$ cat config.mk
export PLATFORM = sky130hd
export DESIGN_NAME = rr_load_arbiter8
export DESIGN_NICKNAME = d
export VERILOG_FILES = /design/src/rtl/arb_pkg.sv /design/src/rtl/rr_pick8.sv /design/src/rtl/rr_load_arbiter8.sv
export SDC_FILE = /design/constraint.sdc
export NUM_CORES = 1
export LEC_CHECK = 0
export CELL_PAD_IN_SITES_DETAIL_PLACEMENT = 2
export CELL_PAD_IN_SITES_GLOBAL_PLACEMENT = 2
export CORE_ASPECT_RATIO = 0.8
export CORE_MARGIN = 2
export CORE_UTILIZATION = 23
export CTS_BUF_LIST = sky130_fd_sc_hd__clkbuf_4 sky130_fd_sc_hd__clkbuf_8
export DETAILED_ROUTE_END_ITERATION = 10
export HOLD_SLACK_MARGIN = 0.02
export PLACE_DENSITY_LB_ADDON = 0.12
export RECOVER_POWER = 100
export SETUP_SLACK_MARGIN = 0.15
export SYNTH_ARGS = -nofsm -noshare
export SYNTH_HDL_FRONTEND = slang
export SYNTH_HIERARCHICAL = 1
export SYNTH_SLANG_ARGS = --single-unit
$ cat constraint.sdc
create_clock -name clk -period 5.2 [get_ports clk]
set_input_delay 1.3 -clock clk [delete_from_list [all_inputs] [get_ports clk]]
set_output_delay 1.3 -clock clk [all_outputs]
set_load 0.05 [all_outputs]
$ cat src/rtl/arb_pkg.sv
// Shared definitions for the round-robin load arbiter and its picker.
package arb_pkg;
  localparam int NREQ  = 8;
  localparam int IDX_W = 3;

  typedef enum logic {
    ST_IDLE  = 1'b0,
    ST_GRANT = 1'b1
  } state_t;
endpackage

$ cat src/rtl/rr_pick8.sv
// Combinational rotating-priority picker: first requester at or after ptr, wrapping 7 -> 0.
module rr_pick8
  import arb_pkg::*;
(
  input  logic [NREQ-1:0]  req,
  input  logic [IDX_W-1:0] ptr,
  output logic             valid,
  output logic [IDX_W-1:0] idx
);

  always_comb begin
    valid = |req;
    idx   = '0;
    // Scan from the farthest offset down so the nearest requester to ptr wins.
    for (int i = NREQ - 1; i >= 0; i--) begin
      if (req[ptr + IDX_W'(i)]) idx = ptr + IDX_W'(i);
    end
  end

endmodule

$ cat src/rtl/rr_load_arbiter8.sv
// Round-robin owner of the shared 8-register load port, with bounded bursts and
// zero-bubble handover; drives the demux sel/load pair and the shared data bus.
//
//   state    | meaning
//   ---------+-----------------------------------------------------------
//   ST_IDLE  | no owner; gnt = 0, busy = 0
//   ST_GRANT | sel owns the port; gnt = onehot(sel), busy = 1
module rr_load_arbiter8
  import arb_pkg::*;
#(
  parameter int WIDTH     = 16,
  parameter int MAX_BURST = 4
) (
  input  logic                   clk,
  input  logic                   reset,
  input  logic [NREQ-1:0]        req,
  input  logic [NREQ*WIDTH-1:0]  data_in,
  output logic [NREQ-1:0]        gnt,
  output logic [IDX_W-1:0]       sel,
  output logic                   load,
  output logic [WIDTH-1:0]       data_out,
  output logic                   busy
);

  localparam logic [3:0] CNT_LAST = 4'(MAX_BURST - 1);

  state_t           r_state, w_state_nxt;
  logic [IDX_W-1:0] r_ptr, w_ptr_nxt;
  logic [IDX_W-1:0] r_sel, w_sel_nxt;
  logic [3:0]       r_cnt, w_cnt_nxt;
  logic [NREQ-1:0]  r_gnt, w_gnt_nxt;

  logic             w_pick_valid;
  logic [IDX_W-1:0] w_pick_idx;
  logic             w_load;
  logic             w_release;

  rr_pick8 u_pick (
    .req   (req),
    .ptr   (r_ptr),
    .valid (w_pick_valid),
    .idx   (w_pick_idx)
  );

  assign busy     = (r_state == ST_GRANT);
  assign w_load   = busy & req[r_sel];
  assign load     = w_load;
  assign sel      = r_sel;
  assign gnt      = r_gnt;
  assign data_out = data_in[r_sel*WIDTH +: WIDTH];

  assign w_release = ~req[r_sel] | (w_load & (r_cnt == CNT_LAST));

  always_comb begin
    w_state_nxt = r_state;
    w_ptr_nxt   = r_ptr;
    w_sel_nxt   = r_sel;
    w_cnt_nxt   = r_cnt;
    case (r_state)
      ST_IDLE: begin
        if (w_pick_valid) begin
          w_state_nxt = ST_GRANT;
          w_sel_nxt   = w_pick_idx;
          w_ptr_nxt   = w_pick_idx + IDX_W'(1);
          w_cnt_nxt   = '0;
        end
      end
      ST_GRANT: begin
        if (w_release) begin
          // ptr already sits one past the owner, so the owner is scanned last.
          w_cnt_nxt = '0;
          if (w_pick_valid) begin
            w_sel_nxt = w_pick_idx;
            w_ptr_nxt = w_pick_idx + IDX_W'(1);
          end else begin
            w_state_nxt = ST_IDLE;
          end
        end else if (w_load) begin
          w_cnt_nxt = r_cnt + 4'd1;
        end
      end
      default: w_state_nxt = ST_IDLE;
    endcase
    w_gnt_nxt = (w_state_nxt == ST_GRANT) ? (NREQ'(1) << w_sel_nxt) : '0;
  end

  always_ff @(posedge clk) begin
    if (reset) begin
      r_state <= ST_IDLE;
      r_ptr   <= '0;
      r_sel   <= '0;
      r_cnt   <= '0;
      r_gnt   <= '0;
    end else begin
      r_state <= w_state_nxt;
      r_ptr   <= w_ptr_nxt;
      r_sel   <= w_sel_nxt;
      r_cnt   <= w_cnt_nxt;
      r_gnt   <= w_gnt_nxt;
    end
  end

endmodule

==> results.md <==
- Final worst-path cycle share: 0.8641
- CP dominant cell by count: nand2_1
- Wire per inst: 20.83 um
- Yosys cell types: 53
- CTS tree: done
- Syn. warnings: 6
- PostCTS Resize Cnt: 0
- Leading cell type in the layout, fill and taps excluded: clkdlybuf4s50_1
- Row cnt: 35
- FF-to-FF path depth: 10
- Element type at the critical path end: output port
- Post-CTS Setup Inserts: 0
- Pwr Density: 484.8 nW/um^2
- Fin. max-slew vios: 0
- # IOs: 167
- Largest net degree at the start of global routing: 30
- Multi-input logic area: 2228 sq um
- Register area: 380.4 sq um
- Layout filler cell count: 1252
- Commonest non-fill, non-tap cells in the layout: 137 x clkdlybuf4s50_1, 65 x nand2_1, 41 x mux4_2, 28 x dlygate4sd3_1, 19 x dfxtp_1
- Final worst slack: 706.7 ps
- Clock Tree Buf Depth: 2
- Final Net Count: 587
- Endpoints failing setup: 0
- Worst path max stage delay: 1100 ps
- Average cell area after synthesis: 9.481 sq um
- Crit-path leading delay family: flip-flops
- Top sig layer: met4
- Port Buffers: 166
- Clock period minus worst slack: 4493 ps
- Slowest-stage cell, CP: dfxtp_1
- FF+latch count, synth: 19
- Core area: 11600 sq um
- Initial Util: 0.2377
- CTS Root Cell: clkbuf_8
- Hold Path Depth: 2
- Min-delay src: r_cnt[0]
- Post-route DRC: 0
- Max capacitance violation total: 0
- Startpoint Class: flop
- Cts hold-fix bufs: 0
- Initial antenna violation count: 1
- Chip width: 126.5 um
- Mapped Nets: 433
- Async set or reset register ratio after synthesis: 0
- Vias in the first global route: 3516
- Post-synth EDFFs: 0
- WL met1: 4.839 mm
- Worst-Skew Late Latency: 250 ps
- Routed WL: 12.35 mm
- Dpl ws: 738.0 ps
- Fin Setup TNS: 0 ps
- Via count: 3110
- Share of layout cells above drive strength 1: 0.1441
- Detailed Routing Iterations Pass 1: 4
- HPWL after detailed placement: 10.47 mm
- First-pass GRT wire length: 19.42 mm
- Worst-path clk slew: 70 ps
- Routed vias/inst: 5.245
- Gr usage total: 0.1911
- CP Cell Sequence: buf_12 > mux4_2 > nand2_1 > nand2_1 > dlygate4sd3_1
- Register area share after synthesis: 0.1379
- R2R setup slack: 1490 ps
- Worst Tran Pin Value: 1259 ps
- Hold Vio Cnt, Final: 0
- CP max FO: 23
- Die area: 12890 sq um
- Fmax: 0.2226 GHz
- Total CTS buffers: 3
- Max_slew headroom: 0.1594
- Die Height: 102.0 um
- Maximum vdd drop: 0.1492 mV
- Status: completed
- Unrepaired setup endpoints after global routing: false
- CTS sink cnt: 19
- Buf/Inv on CP: 2
- Worst r2r src: r_ptr[0]
- Remaining antenna violation count: 0
- Worst min path class: flop to flop
- Hold Crit Endpoint: r_cnt[0]
- Met2 routed WL: 6.281 mm
- Leak Pwr: 1.685 nW
- Syn-to-layout area delta: 66.30%
- Fin Hold WS: 508.3 ps
- FF-to-FF End: r_ptr[2]
- Total grt overflow: 0
- WL met3: 1.156 mm
- Final Skew: 4.392 ps
- Crit path DAT: 3190 ps
- H-tree Lvls: 1
- RePlAce Congestion: 0.7466
- Initial DRC Count: 98
- Critical path required time: 3900 ps
- Synth Instances: 291
- Most frequently used flop master after synthesis: dfxtp_1
- Mapped cell area: 2759 sq um
- Crit Path Category: flop to output port
==> stage by stage <==
stage               cells  instance area [sq um]  total power, mW    util
finish                593                   4588            2.224  0.3954
global route          592                   4586            2.402  0.3951
CTS                   592                   4592            2.306  0.3957
detailed placement    588                   4543            2.193  0.3915
global placement      588                   4543            2.149  0.3915
floorplan             291                   2759            1.590       -
==> synthesized netlist by cell type, types with 4 or more instances <==
cell / instances / area [sq um]
nand2_1: 65 / 244.0
mux4_2: 41 / 923.4
dfxtp_1: 19 / 380.4
nor2_1: 14 / 52.55
a22oi_1: 13 / 97.59
a21oi_1: 12 / 60.06
inv_1: 10 / 37.54
buf_2: 9 / 45.04
mux2i_1: 9 / 90.09
clkbuf_1: 7 / 26.28
o21ai_0: 6 / 30.03
nor3_1: 5 / 25.02
a31oi_1: 4 / 25.02
ha_1: 4 / 50.05
mux2_2: 4 / 45.04
o31ai_1: 4 / 30.03
xor2_1: 4 / 35.03
==> worst register-to-register path, delay by kind of cell, from the launching register on <==
kind | cells | cell delay, ps
fa+ha+maj | 2 | 790
mux | 3 | 890
flops | 1 | 720
compound gates | 2 | 740
xor+xnor | 1 | 140
buf+inv | 1 | 240
simple gates | 1 | 80
==> worst max path at each step <==
stage	startpoint	to	slack, ps	cells past startpoint
6_report	sel[0]	data_out[15]	710	5
5_1_grt	sel[0]	data_out[15]	470	5
4_1_cts	data_in[15]	data_out[15]	740	5
3_5_place_dp	data_in[15]	data_out[15]	740	5
3_3_place_gp	data_in[15]	data_out[15]	770	5
2_1_floorplan	req[7]	load	1560	4
==> logic make-up (layout without fill, tap and decap cells) <==
| group | count (synthesis) | count (layout) | share of synthesized area |
|---|---|---|---|
| simple gates | 106 | 106 | 0.1692 |
| compound gates | 65 | 65 | 0.1760 |
| mux | 60 | 60 | 0.4286 |
| buf+inv | 32 | 185 | 0.05442 |
| flops | 19 | 19 | 0.1379 |
| xor+xnor | 5 | 5 | 0.01587 |
| fa+ha+maj | 4 | 4 | 0.01814 |
| other cells | 0 | 1 | 0 |
==> state kept, by name, indices dropped and copies added (netlist names) <==
| signal | count |
|---|---|
| sel | 3 |
| r_ptr | 3 |
| busy | 1 |
| gnt | 8 |
| r_cnt | 4 |
==> layer usage <==
metal	global-route usage	up-vias
li1	-	1452
met1	0.2179	1553
met2	0.3538	99
met3	0.07173	6
met4	0.02367	0
met5	0	-
==> cell type report <==
class	count	share of cell area
Tap cell	148	0.04036
Inverter	10	0.008181
Sequential cell	19	0.08290
Antenna cell	1	0.0005454
Clock buffer	4	0.01064
Multi-Input combinational cell	240	0.4857
Timing Repair Buffer	171	0.3717
==> where the power goes <==
group          internal, mW  switching [mW]  total, mW  leakage [nW]
logic                 0.763            1.09       1.85          1.50
clock network        0.0596          0.0480      0.108        0.0262
registers             0.186          0.0809      0.267         0.155
total                  1.01            1.22       2.22          1.68
(Power assumes the default switching activity.)
